File: config.mk
export PLATFORM = sky130hd
export DESIGN_NAME = sipo
export DESIGN_NICKNAME = d
export VERILOG_FILES = /design/src/rtl/sipo.sv
export SDC_FILE = /design/constraint.sdc
export NUM_CORES = 1
export LEC_CHECK = 0
export CORE_UTILIZATION = 58
export DETAILED_ROUTE_END_ITERATION = 8
export GPL_ROUTABILITY_DRIVEN = 0
export PLACE_DENSITY = 0.91
export SETUP_SLACK_MARGIN = 0.4
export SYNTH_ARGS = -nofsm -noshare
export SYNTH_HDL_FRONTEND = slang
export SYNTH_SLANG_ARGS = --single-unit
File: constraint.sdc
create_clock -name clk -period 6.4 [get_ports clk]
set_clock_uncertainty 0.1 [all_clocks]
set_input_delay 1.6 -clock clk [delete_from_list [all_inputs] [get_ports clk]]
set_output_delay 1.6 -clock clk [all_outputs]
set_load 0.005 [all_outputs]
File: src/rtl/sipo.sv
// Serial-in / parallel-out receiver.
// Assembles WIDTH-bit words that arrive LSB first and are framed by a start
// pulse on bit 0. A completed word goes into a holding register that is offered
// through a valid/ready handshake. A word that completes while the holding
// register is still occupied is dropped, and a sticky overrun flag is raised.
module sipo #(
  parameter int WIDTH = 32
) (
  input  logic             clk,
  input  logic             rst,
  input  logic             start,
  input  logic             data_in,
  input  logic             out_ready,
  input  logic             ovr_clr,
  output logic [WIDTH-1:0] data_out,
  output logic             out_valid,
  output logic             busy,
  output logic             overrun
);

  localparam int            CW   = $clog2(WIDTH);
  localparam logic [CW-1:0] LAST = CW'(WIDTH - 1);

  typedef enum logic {
    IDLE  = 1'b0,
    SHIFT = 1'b1
  } state_t;

  state_t           state_q, state_d;
  logic [CW-1:0]    cnt_q;
  logic [WIDTH-1:0] sreg_q;
  logic             word_done;
  logic             xfer;
  logic [WIDTH-1:0] word_full;

  // The last bit is sampled on the completion edge itself, so the full word is
  // the stored low bits with the live data_in spliced in as the top bit.
  assign word_done = (state_q == SHIFT) && !start && (cnt_q == LAST);
  assign word_full = {data_in, sreg_q[WIDTH-2:0]};
  assign xfer      = out_valid && out_ready;

  // State register.
  // NOTE: every clocked block uses non-blocking (<=) assignments so that all
  // registers update together from the values present before the edge.
  always_ff @(posedge clk or negedge rst) begin
    if (!rst) state_q <= IDLE;
    else      state_q <= state_d;
  end

  // Next-state logic: a start always (re)enters SHIFT; the final bit returns to IDLE.
  // NOTE: state_d gets a default before the case statement. Without it, a path
  // that leaves state_d unassigned would infer a latch.
  always_comb begin
    state_d = state_q;
    case (state_q)
      IDLE:    if (start) state_d = SHIFT;
      SHIFT:   if (start) state_d = SHIFT;
               else if (cnt_q == LAST) state_d = IDLE;
      default: state_d = IDLE;
    endcase
  end

  // Output decode: busy marks a partially received word.
  always_comb begin
    busy = (state_q == SHIFT);
  end

  // Shift register and bit counter. A start, whether in IDLE or as an abort in
  // SHIFT, always begins a new word at bit 0.
  // NOTE: the shift register is an ordinary bank of flops, not a RAM, so it is
  // cleared on reset. A stale partial word can never leak into a later one.
  always_ff @(posedge clk or negedge rst) begin
    if (!rst) begin
      sreg_q <= '0;
      cnt_q  <= '0;
    end else if (start) begin
      sreg_q[0] <= data_in;
      cnt_q     <= CW'(1);
    end else if (state_q == SHIFT) begin
      sreg_q[cnt_q] <= data_in;
      cnt_q         <= word_done ? '0 : cnt_q + CW'(1);
    end
  end

  // Holding register and valid flag. A completed word is loaded only when the
  // slot is empty or is being emptied on this same edge. Otherwise the slot is
  // left untouched.
  always_ff @(posedge clk or negedge rst) begin
    if (!rst) begin
      data_out  <= '0;
      out_valid <= 1'b0;
    end else if (word_done && (!out_valid || out_ready)) begin
      data_out  <= word_full;
      out_valid <= 1'b1;
    end else if (xfer) begin
      out_valid <= 1'b0;
    end
  end

  // Sticky overrun flag. A drop on the same edge as a clear request wins.
  always_ff @(posedge clk or negedge rst) begin
    if (!rst)                                      overrun <= 1'b0;
    else if (word_done && out_valid && !out_ready) overrun <= 1'b1;
    else if (ovr_clr)                              overrun <= 1'b0;
  end

endmodule
==> results of run 1 <==
[state kept, by name, indices dropped and copies added (netlist names)]
name / cells
data_out: 32
sreg_q: 31
cnt_q: 5
busy: 1
out_valid: 1
overrun: 1
[cell families after synthesis]
group                    Yosys count  synth area share
adder cells (fa/ha/maj)            5            0.0205
AND/OR/NAND/NOR                   65             0.117
multiplexers                      64             0.236
AO/OA/AOI/OAI                      6            0.0131
flip-flops                        71             0.583
buffers and inverters             17            0.0308
[how the worst min path moves through the flow]
stage | startpoint | endpoint | slack (ps) | cells after the start
2_1_floorplan | sreg_q[0]$_DFFE_PN0P_ | data_out[0]$_DFFE_PN0P_ | 360 | 1
3_3_place_gp | data_out[0]$_DFFE_PN0P_ | data_out[0]$_DFFE_PN0P_ | 370 | 1
3_5_place_dp | sreg_q[0]$_DFFE_PN0P_ | data_out[0]$_DFFE_PN0P_ | 390 | 1
4_1_cts | sreg_q[18]$_DFFE_PN0P_ | sreg_q[18]$_DFFE_PN0P_ | 410 | 1
5_1_grt | sreg_q[22]$_DFFE_PN0P_ | sreg_q[22]$_DFFE_PN0P_ | 420 | 1
6_report | data_out[0]$_DFFE_PN0P_ | data_out[0]$_DFFE_PN0P_ | 400 | 1
[critical path: cells and delay by family]
family / cells / cell delay [ps]
AND/OR/NAND/NOR: 2 / 490
buffers and inverters: 2 / 1040
multiplexers: 1 / 390
[layout by cell type, fill, tap and decap left out, drive strengths merged, types with 2 or more instances in the layout]
cell type	n
nand3	4
nand2b	3
nor2	19
ha	5
clkdlybuf4s50	39
nor3b	3
dfrtp	71
nand3b	10
buf	3
bufinv	2
and3b	4
nand2	18
inv	5
clkbuf	14
mux2	63
[power breakdown]
part,switching [uW],internal [uW],total [uW],leakage (uW)
Clock,155,262,417,0.000123
Combinational,29.2,27.9,57.1,0.000694
Sequential,17.1,473,490,0.000967
[routing by layer]
metal  up-vias  global-route usage  share of wire
met2        38               0.322           0.48
met4         0              0.0943          0.019
met3        10              0.0745          0.041
met5         -                   0              0
li1        865                   -              -
met1       953               0.305           0.46
[per-stage QoR]
step | area (sq um) | power (uW) | worst slack (ps)
finish | 3720 | 964 | 2990
global route | 3720 | 999 | 2900
CTS | 3720 | 970 | 3030
detailed placement | 3470 | 554 | 2670
global placement | 3470 | 550 | 2750
floorplan | 3050 | 530 | 3670
[final cells by class]
cell class / count / area [sq um]
flip-flops and latches: 71 / 1780
fillers: 351 / 1360
multi-input cells: 140 / 1180
repair buffers: 42 / 410
clock buffers: 14 / 183
well taps: 70 / 87.6
clock inverters: 2 / 60.1
inverters: 5 / 18.8
==> results.md, run 1 <==
| Group | Parameter | This run |
|:---|:---|:---|
| pwr | Total leakage power | 0.00178 uW |
| drt | Vias post-DR | 1866 |
| global routing | Global-route wire length before repair | 8670 um |
| floorplanning | Width of the die | 74.5 um |
| global routing | Largest net degree at the start of global routing | 72 |
| drt | Number of DRC markers after the initial detailed-route iteration | 99 |
| global routing | Remaining global-route overflow | 0 |
| synth | Post-synthesis async set-or-reset flop share | 1.00 |
| sta | Share of the cycle needed by the critical path after routing | 0.533 |
| synth | Sequential element share of the synthesized area | 0.583 |
| global routing | Total track usage | 0.221 |
| layout | Final core utilization | 0.732 |
| worst setup path | Launching point of the worst reg2reg path | cnt_q[0]$_DFFE_PN0P_ |
| sta | Max-slew headroom | 0.358 |
| worst setup path | Critical Path Source Type | input pin |
| floorplanning | Starting utilization of the core area | 0.601 |
| sta | Tightest hold margin | 402 ps |
| synth | Dominant cell by count in the synthesized netlist | sky130_fd_sc_hd__dfrtp_1 |
| sta | Setup repair after global routing missed its margin | false |
| clocking | Clock root buffer master | sky130_fd_sc_hd__clkbuf_8 |
| layout | # nets final | 280 |
| clocking | Cts repair resizes | 0 |
| synth | Primary flip-flop cell chosen by synthesis mapping | sky130_fd_sc_hd__dfrtp_1 |
| pwr | Max rail drop VDD | 0.177 mV |
| clocking | Clock tree from TritonCTS | yes |
| synth | Syn Inst Count | 228 |
| outcome | Outcome | finished, final reports clean |
| synth | Biggest area consumer among synthesized cells | sky130_fd_sc_hd__dfrtp_1 |
| clocking | Clock transition at the register clock pins on the worst setup and hold paths after CTS | 70 ps |
| floorplanning | Die span in y | 74.5 um |
| pwr | Power per unit of standard cell area | 259 nW/um^2 |
| drt | DRT antenna net count | 0 |
| worst setup path | Capture point of the worst path | data_out[17]$_DFFE_PN0P_ |
| layout | Final cell count without fillers | 344 |
| drt | Routed wire length | 5380 um |
| worst setup path | Required time of the critical path | 6530 ps |
| synth | Yosys cell types | 26 |
| clocking | Clock buffer count from CTS | 9 |
| floorplanning | Area inside the core boundary | 5070 sq um |
| drt | Post-DR vias/cell | 5.42 |
| drt | First-pass iteration count of the detailed router | 4 |
| layout | Number of diodes | 0 |
| sta | Maximum operating frequency | 0.293 GHz |
| clocking | Bufs on Longest Clock Path | 2 |
| place | IO buf count | 40 |
| worst setup path | Cells along the critical path | clkdlybuf4s50_1 -> nand3b_1 -> nor2b_2 -> buf_4 -> mux2_2 |
| worst setup path | Critical Setup Path Class | in -> reg |
| worst setup path | Nature of the critical path endpoint | register |
| clocking | Number of sinks driven by the clock tree | 71 |
| sta | Number of setup violations in the final report | 0 |
| synth | Top-area cell type share of the netlist area | 0.583 |
| sta | Final-report max-slew violation count | 0 |
| global routing | Initial antenna violation count | 0 |
| drt | Post-detailed-route wirelength per cell | 15.7 um |
| clocking | CTS hold repair buffers | 0 |
| global routing | Via count of the first global-routing pass | 1722 |
| place | Post-DP HPWL | 3380 um |
| layout | Layout cell share with drive strength beyond 1 | 0.307 |
| synth | Mean instance size in the synthesized netlist | 13.4 sq um |
| sta | Slew at the pin with the worst max-slew slack | 959 ps |
| worst setup path | Depth of the most critical reg-to-reg path | 7 |
| synth | Nets in the synthesized netlist | 239 |
| clocking | Clock latency at the later pin of the worst-skew pair | 340 ps |
| floorplanning | Number of primary I/O pins | 41 |
| synth | Combined area of all synthesized cells | 3050 sq um |
| synth | Post-synth EDFFs | 0 |
| place | DP Cell Count | 328 |
| worst setup path | Arr. time, crit path | 3540 ps |
| synth | Number of warning messages in the yosys log | 0 |
| drt | Count of unresolved DRC violations after routing | 0 |
| sta | Number of hold-slack violations in the final timing report | 0 |
| worst setup path | Reg2reg end | data_out[17]$_DFFE_PN0P_ |
| synth | Top post-synthesis cells by count | sky130_fd_sc_hd__dfrtp_1 (71), sky130_fd_sc_hd__mux2_2 (61), sky130_fd_sc_hd__nor2_1 (19), sky130_fd_sc_hd__nand2_1 (18), sky130_fd_sc_hd__nand3b_1 (10) |
| hold path | Hold crit path type | reg -> reg |
| layout | Synth-to-Final Area Change | 21.9% |
| sta | Minimum period implied by the final worst setup slack | 3410 ps |
| worst setup path | Cell with the largest stage delay on the worst path | sky130_fd_sc_hd__clkdlybuf4s50_1 |
| synth | Flops & latches, synth | 71 |
| synth | Top cells by area, synth | sky130_fd_sc_hd__dfrtp_1 (58%), sky130_fd_sc_hd__mux2_2 (23%), sky130_fd_sc_hd__nand3b_1 (2.5%), sky130_fd_sc_hd__nor2_1 (2.3%), sky130_fd_sc_hd__nand2_1 (2.2%) |
| clocking | Total setup buffers inserted after CTS | 0 |
| sta | Summed negative setup slack over all endpoints | 0 ps |
| worst setup path | Maximum fanout along the worst path | 32 |
| clocking | H-Tree Depth | 3 |
| worst setup path | Startpoint of the worst setup timing path | start |
| worst setup path | Worst reg-to-reg setup slack | 3970 ps |
| floorplanning | Area enclosed by the die boundary | 5550 sq um |
| worst setup path | Longest individual stage delay on the worst path | 650 ps |
| job | Count of maximum capacitance violations | 0 |
| floorplanning | Floorplan row count | 26 |
No activity file was read; power rests on OpenSTA's default activity.
==> run 2, diff against run 1 <==
--- a/config.mk
+++ b/config.mk
@@ -5,10 +5,10 @@
 export SDC_FILE = /design/constraint.sdc
 export NUM_CORES = 1
 export LEC_CHECK = 0
-export CORE_UTILIZATION = 58
+export CORE_UTILIZATION = 54
 export DETAILED_ROUTE_END_ITERATION = 8
 export GPL_ROUTABILITY_DRIVEN = 0
-export PLACE_DENSITY = 0.91
+export PLACE_DENSITY = 0.86
 export SETUP_SLACK_MARGIN = 0.4
 export SYNTH_ARGS = -nofsm -noshare
 export SYNTH_HDL_FRONTEND = slang
==> constraint.sdc (replaced) <==
create_clock -name clk -period 3.52 [get_ports clk]
set_clock_uncertainty 0.1 [all_clocks]
set_input_delay 0.88 -clock clk [delete_from_list [all_inputs] [get_ports clk]]
set_output_delay 0.88 -clock clk [all_outputs]
set_load 0.005 [all_outputs]
==> run 2 against run 1 <==
Sequential cell count is the same. Combinational power grew 86%. Routed wire length grew 1.5%. Sequential share of layout area grew 0.29 points. Via count shrank 0.80%.
==> results.md, run 2 (same netlist as run 1, synthesis figures left out) <==
| Group | Parameter | This run | Delta |
|:---|:---|:---|:---|
| layout | Registers with the most flip-flops | data_out (32), sreg_q (31), cnt_q (5) | unchanged |
| drt | First-pass iteration count of the detailed router | 4 | unchanged |
| clocking | H-Tree Depth | 3 | unchanged |
| layout | Layout cell share with drive strength beyond 1 | 0.314 | was 0.307 |
| worst setup path | Cells along the critical path | clkdlybuf4s50_1 | was clkdlybuf4s50_1 -> nand3b_1 -> nor2b_2 -> buf_4 -> mux2_2 |
| floorplanning | Floorplan row count | 26 | unchanged |
| worst setup path | Required time of the critical path | 2540 ps | was 6530 ps |
| drt | Routed wire length | 5460 um | was 5380 um |
| drt | Count of unresolved DRC violations after routing | 0 | unchanged |
| sta | Share of the cycle needed by the critical path after routing | 0.729 |  |
| sta | Setup repair after global routing missed its margin | false | unchanged |
| sta | Summed negative setup slack over all endpoints | 0 ps | unchanged |
| worst setup path | Maximum fanout along the worst path | 17 | was 32 |
| worst setup path | Longest individual stage delay on the worst path | 650 ps | about the same |
| clocking | Clock latency at the later pin of the worst-skew pair | 350 ps | was 340 ps |
| clocking | Bufs on Longest Clock Path | 2 | unchanged |
| sta | Max-slew headroom | 0.297 | was 0.358 |
| clocking | Total setup buffers inserted after CTS | 0 | unchanged |
| worst setup path | Sum of buffers and inverters on the critical path | 1 | was 2 |
| worst setup path | Launching point of the worst reg2reg path | cnt_q[0]$_DFFE_PN0P_ | unchanged |
| sta | Maximum operating frequency | 0.390 GHz |  |
| drt | Vias post-DR | 1851 | was 1866 |
| layout | Number of diodes | 0 | unchanged |
| drt | Number of DRC markers after the initial detailed-route iteration | 89 | was 99 |
| drt | Post-DR vias/cell | 5.33 | was 5.42 |
| clocking | Clock buffer count from CTS | 9 | unchanged |
| pwr | Total leakage power | 0.00177 uW | was 0.00178 uW |
| clocking | Number of sinks driven by the clock tree | 71 | unchanged |
| sta | Number of setup violations in the final report | 0 | unchanged |
| layout | Max FFs per register | 32 | unchanged |
| worst setup path | Nature of the critical path endpoint | output port | was register |
| place | IO buf count | 40 | unchanged |
| global routing | Remaining global-route overflow | 0 | unchanged |
| layout | Most common cell after layout, fill and taps aside | sky130_fd_sc_hd__dfrtp_1 | unchanged |
| global routing | Via count of the first global-routing pass | 1860 | was 1722 |
| layout | Post-route cell area | 3690 sq um | was 3720 sq um |
| sta | Number of hold-slack violations in the final timing report | 0 | unchanged |
| floorplanning | Starting utilization of the core area | 0.578 | was 0.601 |
| clocking | Clock transition at the register clock pins on the worst setup and hold paths after CTS | 70 ps | about the same |
| clocking | CTS hold repair buffers | 0 | unchanged |
| global routing | Largest net degree at the start of global routing | 33 | was 72 |
| layout | # nets final | 283 | was 280 |
| drt | Post-detailed-route wirelength per cell | 15.7 um | about the same |
| layout | Most frequent cells in the layout | sky130_fd_sc_hd__dfrtp_1 (71), sky130_fd_sc_hd__mux2_2 (61), sky130_fd_sc_hd__clkdlybuf4s50_1 (39) | unchanged |
| outcome | Outcome | finished, final reports clean | unchanged |
| hold path | Hold crit path type | in -> async | was reg -> reg |
| layout | Synth-to-Final Area Change | 21.2% | was 21.9% |
| worst setup path | Arr. time, crit path | 1590 ps | was 3540 ps |
| global routing | Initial antenna violation count | 0 | unchanged |
| sta | Minimum period implied by the final worst setup slack | 2570 ps |  |
| place | Cell area after placement | 3500 sq um | was 3470 sq um |
| drt | DRT antenna net count | 0 | unchanged |
| pwr | Max rail drop VDD | 0.223 mV | was 0.177 mV |
| worst setup path | Delay-heaviest family, CP | flip-flops | was buffers and inverters |
| global routing | Total track usage | 0.210 | was 0.221 |
| job | Count of maximum capacitance violations | 0 | unchanged |
| sta | Slew at the pin with the worst max-slew slack | 1050 ps | was 959 ps |
| worst setup path | Depth of the most critical reg-to-reg path | 7 | unchanged |
| pwr | Power per unit of standard cell area | 441 nW/um^2 | was 259 nW/um^2 |
| floorplanning | Area enclosed by the die boundary | 5950 sq um | was 5550 sq um |
| floorplanning | Number of primary I/O pins | 41 | unchanged |
| clocking | Cts repair resizes | 0 | unchanged |
| floorplanning | Area inside the core boundary | 5270 sq um | was 5070 sq um |
| floorplanning | Width of the die | 77.1 um | was 74.5 um |
| layout | Register ranked first by flip-flop count | data_out | unchanged |
| worst setup path | Critical Setup Path Class | reg -> out | was in -> reg |
| worst setup path | Cell with the largest stage delay on the worst path | sky130_fd_sc_hd__dfrtp_1 | was sky130_fd_sc_hd__clkdlybuf4s50_1 |
| global routing | Global-route wire length before repair | 9400 um | was 8670 um |
| place | Post-DP HPWL | 3740 um | was 3380 um |
| floorplanning | Die span in y | 77.1 um | was 74.5 um |
| worst setup path | Reg2reg end | data_out[30]$_DFFE_PN0P_ | was data_out[17]$_DFFE_PN0P_ |
| clocking | Clock root buffer master | sky130_fd_sc_hd__clkbuf_8 | unchanged |
| worst setup path | Worst reg-to-reg setup slack | 1230 ps | was 3970 ps |
| worst setup path | Critical Path Source Type | register | was input pin |
| clocking | Clock tree from TritonCTS | yes | unchanged |
| sta | Final-report max-slew violation count | 0 | unchanged |
==> run 2: layer usage <==
| layer | GRT usage | wire length [um] | vias up | share of wire |
|---|---|---|---|---|
| met5 | 0 | 0 | - | 0 |
| met1 | 0.294 | 2390 | 918 | 0.44 |
| met3 | 0.0548 | 266 | 11 | 0.049 |
| met2 | 0.303 | 2680 | 52 | 0.49 |
| met4 | 0.106 | 128 | 0 | 0.023 |
| li1 | - | - | 870 | - |
==> run 2: per-stage QoR <==
stage / instances / utilization / hold WS (ps) / setup WS [ps] / total power (uW)
finish: 347 / 0.701 / 371 / 954 / 1630
global placement: 331 / 0.663 / 369 / 828 / 1000
detailed placement: 331 / 0.663 / 380 / 784 / 1010
global route: 347 / 0.701 / 389 / 861 / 1700
CTS: 347 / 0.701 / 372 / 943 / 1650
floorplan: 228 / - / 359 / 1510 / 964
==> run 2: area by class of cell <==
cell class	count	area [sq um]
fill	380	1580
multi-input combinational	140	1180
clock inverter	6	70.1
clock buffer	10	128
tap	70	87.6
sequential	71	1780
timing repair buffer	45	433
inverter	5	18.8
==> run 2: worst max path at each step <==
stage | start | endpoint | slack (ps) | depth (start not counted)
after floorplan | start | data_out[31]$_DFFE_PN0P_ | 1510 | 5
after global placement | start | data_out[31]$_DFFE_PN0P_ | 830 | 6
after detailed placement | start | data_out[4]$_DFFE_PN0P_ | 780 | 6
after CTS | busy$_DFF_PN0_ | busy | 940 | 1
after global routing | busy$_DFF_PN0_ | busy | 860 | 1
final | busy$_DFF_PN0_ | busy | 950 | 1
==> run 2: power breakdown <==
part	internal, uW	total [uW]	switching (uW)	leakage, uW
Clock	331	636	306	0.0000891
Sequential	859	889	30.0	0.000967
Combinational	52.1	106	53.6	0.000709
==> run 3, diff against run 2 <==
==> constraint.sdc (replaced) <==
create_clock -name clk -period 2.6 [get_ports clk]
set_clock_uncertainty 0.1 [all_clocks]
set_input_delay 0.65 -clock clk [delete_from_list [all_inputs] [get_ports clk]]
set_output_delay 0.65 -clock clk [all_outputs]
set_load 0.005 [all_outputs]
==> run 3 against run 2 <==
Combinational power increased by 54%. Power grew 43%. Die area did not move. Final cell count increased by 2.0%. Count of clock-buffer cells in the layout grew 3. Global-route usage rose by 0.70 points. Critical endpoint is now data_out[26]$_DFFE_PN0P_. Largest power group unchanged.
==> results.md, run 3 (same netlist as run 1, synthesis figures left out) <==
| Group | Parameter | This run | Delta |
|:---|:---|:---|:---|
| global routing | Largest net degree at the start of global routing | 43 | was 33 |
| worst setup path | Maximum fanout along the worst path | 13 | was 17 |
| pwr | Total leakage power | 0.00183 uW | was 0.00177 uW |
| pwr | Combinational power share | 0.070 | was 0.065 |
| layout | Register ranked first by flip-flop count | data_out | unchanged |
| layout | # nets final | 290 | was 283 |
| clocking | CTS hold repair buffers | 0 | unchanged |
| global routing | Initial antenna violation count | 0 | unchanged |
| drt | DRT antenna net count | 0 | unchanged |
| layout | Layout cell share with drive strength beyond 1 | 0.338 | was 0.314 |
| floorplanning | Starting utilization of the core area | 0.578 | unchanged |
| floorplanning | Width of the die | 77.1 um | unchanged |
| global routing | Global-route wire length before repair | 9690 um | was 9400 um |
| drt | Post-detailed-route wirelength per cell | 15.9 um | was 15.7 um |
| worst setup path | Required time of the critical path | 2730 ps | was 2540 ps |
| pwr | Power Total | 2330 uW | was 1630 uW |
| sta | Number of setup violations in the final report | 0 | unchanged |
| sta | Worst setup margin | 481 ps | was 954 ps |
| drt | First-pass iteration count of the detailed router | 4 | unchanged |
| pwr | Part of the total power dissipated in the clock network | 0.419 | was 0.390 |
| worst setup path | Delay-heaviest family, CP | simple AND/OR/NAND/NOR gates | was flip-flops |
| pwr | Fraction of power spent switching nets | 0.214 | was 0.239 |
| sta | Max-slew headroom | 0.660 | was 0.297 |
| worst setup path | Cell with the largest stage delay on the worst path | sky130_fd_sc_hd__dfrtp_1 | unchanged |
| sta | Final-report max-slew violation count | 0 | unchanged |
| worst setup path | Most repeated library cell on the critical path | sky130_fd_sc_hd__ha_2 |  |
| drt | Post-DR vias/cell | 5.38 | was 5.33 |
| clocking | Clock latency at the later pin of the worst-skew pair | 350 ps | about the same |
| clocking | Clock tree from TritonCTS | yes | unchanged |
| layout | Registers with the most flip-flops | data_out (32), sreg_q (31), cnt_q (5) | unchanged |
| worst setup path | Critical Path Source Type | register | unchanged |
| floorplanning | Die span in y | 77.1 um | unchanged |
| pwr | Sw Pwr | 499 uW | was 389 uW |
| pwr | Max rail drop VDD | 0.409 mV | was 0.223 mV |
| job | Count of maximum capacitance violations | 0 | unchanged |
| floorplanning | Area enclosed by the die boundary | 5950 sq um | unchanged |
| sta | Maximum operating frequency | 0.472 GHz |  |
| worst setup path | Nature of the critical path endpoint | register | was output port |
| pwr | Total internal power | 1830 uW | was 1240 uW |
| clocking | H-Tree Depth | 3 | unchanged |
| hold path | Hold crit path type | in -> async | unchanged |
| layout | Max FFs per register | 32 | unchanged |
| drt | Routed wire length | 5630 um | was 5460 um |
| drt | Vias post-DR | 1906 | was 1851 |
| clocking | Number of sinks driven by the clock tree | 71 | unchanged |
| drt | Number of DRC markers after the initial detailed-route iteration | 114 | was 89 |
| place | Setup slack at placement | 228 ps | was 784 ps |
| clocking | Bufs on Longest Clock Path | 2 | unchanged |
| worst setup path | Arr. time, crit path | 2250 ps | was 1590 ps |
| layout | Number of diodes | 0 | unchanged |
| worst setup path | Longest individual stage delay on the worst path | 360 ps | was 650 ps |
| floorplanning | Area inside the core boundary | 5270 sq um | unchanged |
| floorplanning | Number of primary I/O pins | 41 | unchanged |
| layout | Final core utilization | 0.721 | was 0.701 |
| floorplanning | Floorplan row count | 26 | unchanged |
| sta | Minimum period implied by the final worst setup slack | 2120 ps |  |
| sta | Share of the cycle needed by the critical path after routing | 0.815 |  |
| place | DP Cell Count | 334 | was 331 |
| clocking | Clock root buffer master | sky130_fd_sc_hd__clkbuf_8 | unchanged |
| global routing | Total track usage | 0.217 | was 0.210 |
| layout | Final cell count without fillers | 354 | was 347 |
| sta | Setup repair after global routing missed its margin | false | unchanged |
| worst setup path | Critical Setup Path Class | reg -> reg | was reg -> out |
| clocking | Clock transition at the register clock pins on the worst setup and hold paths after CTS | 70 ps | about the same |
| sta | Number of hold-slack violations in the final timing report | 0 | unchanged |
| place | IO buf count | 40 | unchanged |
| layout | Most frequent cells in the layout | sky130_fd_sc_hd__dfrtp_1 (70), sky130_fd_sc_hd__mux2_2 (61), sky130_fd_sc_hd__clkdlybuf4s50_1 (39) | was sky130_fd_sc_hd__dfrtp_1 (71), sky130_fd_sc_hd__mux2_2 (61), sky130_fd_sc_hd__clkdlybuf4s50_1 (39) |
| clocking | Clock buffer count from CTS | 9 | unchanged |
| layout | Most common cell after layout, fill and taps aside | sky130_fd_sc_hd__dfrtp_1 | unchanged |
| global routing | Remaining global-route overflow | 0 | unchanged |
| worst setup path | Sum of buffers and inverters on the critical path | 1 | unchanged |
| drt | Count of unresolved DRC violations after routing | 0 | unchanged |
| place | Post-DP HPWL | 3690 um | was 3740 um |
| global routing | Via count of the first global-routing pass | 1921 | was 1860 |
| pwr | Sequential group share of total power | 0.511 | was 0.545 |
| layout | Synth-to-Final Area Change | 24.7% | was 21.2% |
| worst setup path | Cells along the critical path | ha_2 -> and3_1 -> ha_2 -> nand3b_1 -> nor2b_4 -> buf_6 -> mux2_2 | was clkdlybuf4s50_1 |
| pwr | Power per unit of standard cell area | 614 nW/um^2 | was 441 nW/um^2 |
| layout | Fillers | 353 | was 380 |
| sta | Summed negative setup slack over all endpoints | 0 ps | unchanged |
| sta | Slew at the pin with the worst max-slew slack | 510 ps | was 1050 ps |
| outcome | Outcome | finished, final reports clean | unchanged |
[run 3: changes by cell type in the layout (fill, tap and decap cells not counted), sizes merged]
cell	change
buf	+7
bufinv	+1
clkbuf	+3
inv	-1
clkinvlp	-3
[run 3: area by class of cell]
type	instances	area [sq um]	area share
Tap cell	70	87.6	0.0230
Multi-Input combinational cell	140	1190	0.313
Inverter	5	18.8	0.00494
Sequential cell	71	1780	0.468
Timing Repair Buffer	52	502	0.132
Clock buffer	13	159	0.0418
Clock inverter	3	65.1	0.0171
[run 3: timing repair]
| item | CTS | global route |
|---|---|---|
| resized for setup | 7 | 1 |
| buffers inserted | 2 | 2 |
| endpoints found under the setup margin | 33 | 26 |
[run 3: power groups by stage]
| stage | Sequential (uW) | Clock [uW] | Combinational [uW] |
|---|---|---|---|
| 2_1_floorplan | 1210 | 0 | 99.5 |
| 3_3_place_gp | 1210 | 0 | 149 |
| 3_5_place_dp | 1220 | 0 | 156 |
| 4_1_cts | 1190 | 1000 | 166 |
| 5_1_grt | 1200 | 1040 | 183 |
| 6_report | 1190 | 978 | 163 |
[run 3: through the flow]
step                instance area (sq um)  hold WS (ps)
global placement                     3520           369
CTS                                  3780           212
detailed placement                   3520           376
finish                               3800           207
global route                         3800           236
floorplan                            3050           254
[run 3: routing by layer]
metal / share of wire / vias to the layer above / global-route usage
met4: 0.025 / 0 / 0.125
met1: 0.46 / 958 / 0.295
met5: 0 / - / 0
li1: - / 894 / -
met3: 0.029 / 12 / 0.0393
met2: 0.48 / 42 / 0.327
[run 3: final timing paths]
check | start | endpoint | slack (ps) | depth (start not counted)
hold / removal | rst | sreg_q[17]$_DFFE_PN0P_ | 210 | 2
hold reg to reg | data_out[0]$_DFFE_PN0P_ | data_out[0]$_DFFE_PN0P_ | 380 | 1
setup reg to reg | cnt_q[1]$_DFFE_PN0P_ | data_out[26]$_DFFE_PN0P_ | 480 | 7
min in group clk | data_out[0]$_DFFE_PN0P_ | data_out[0]$_DFFE_PN0P_ | 380 | 1
setup / recovery | cnt_q[1]$_DFFE_PN0P_ | data_out[26]$_DFFE_PN0P_ | 480 | 7
max in group asynchronous | rst | data_out[29]$_DFFE_PN0P_ | 1770 | 2
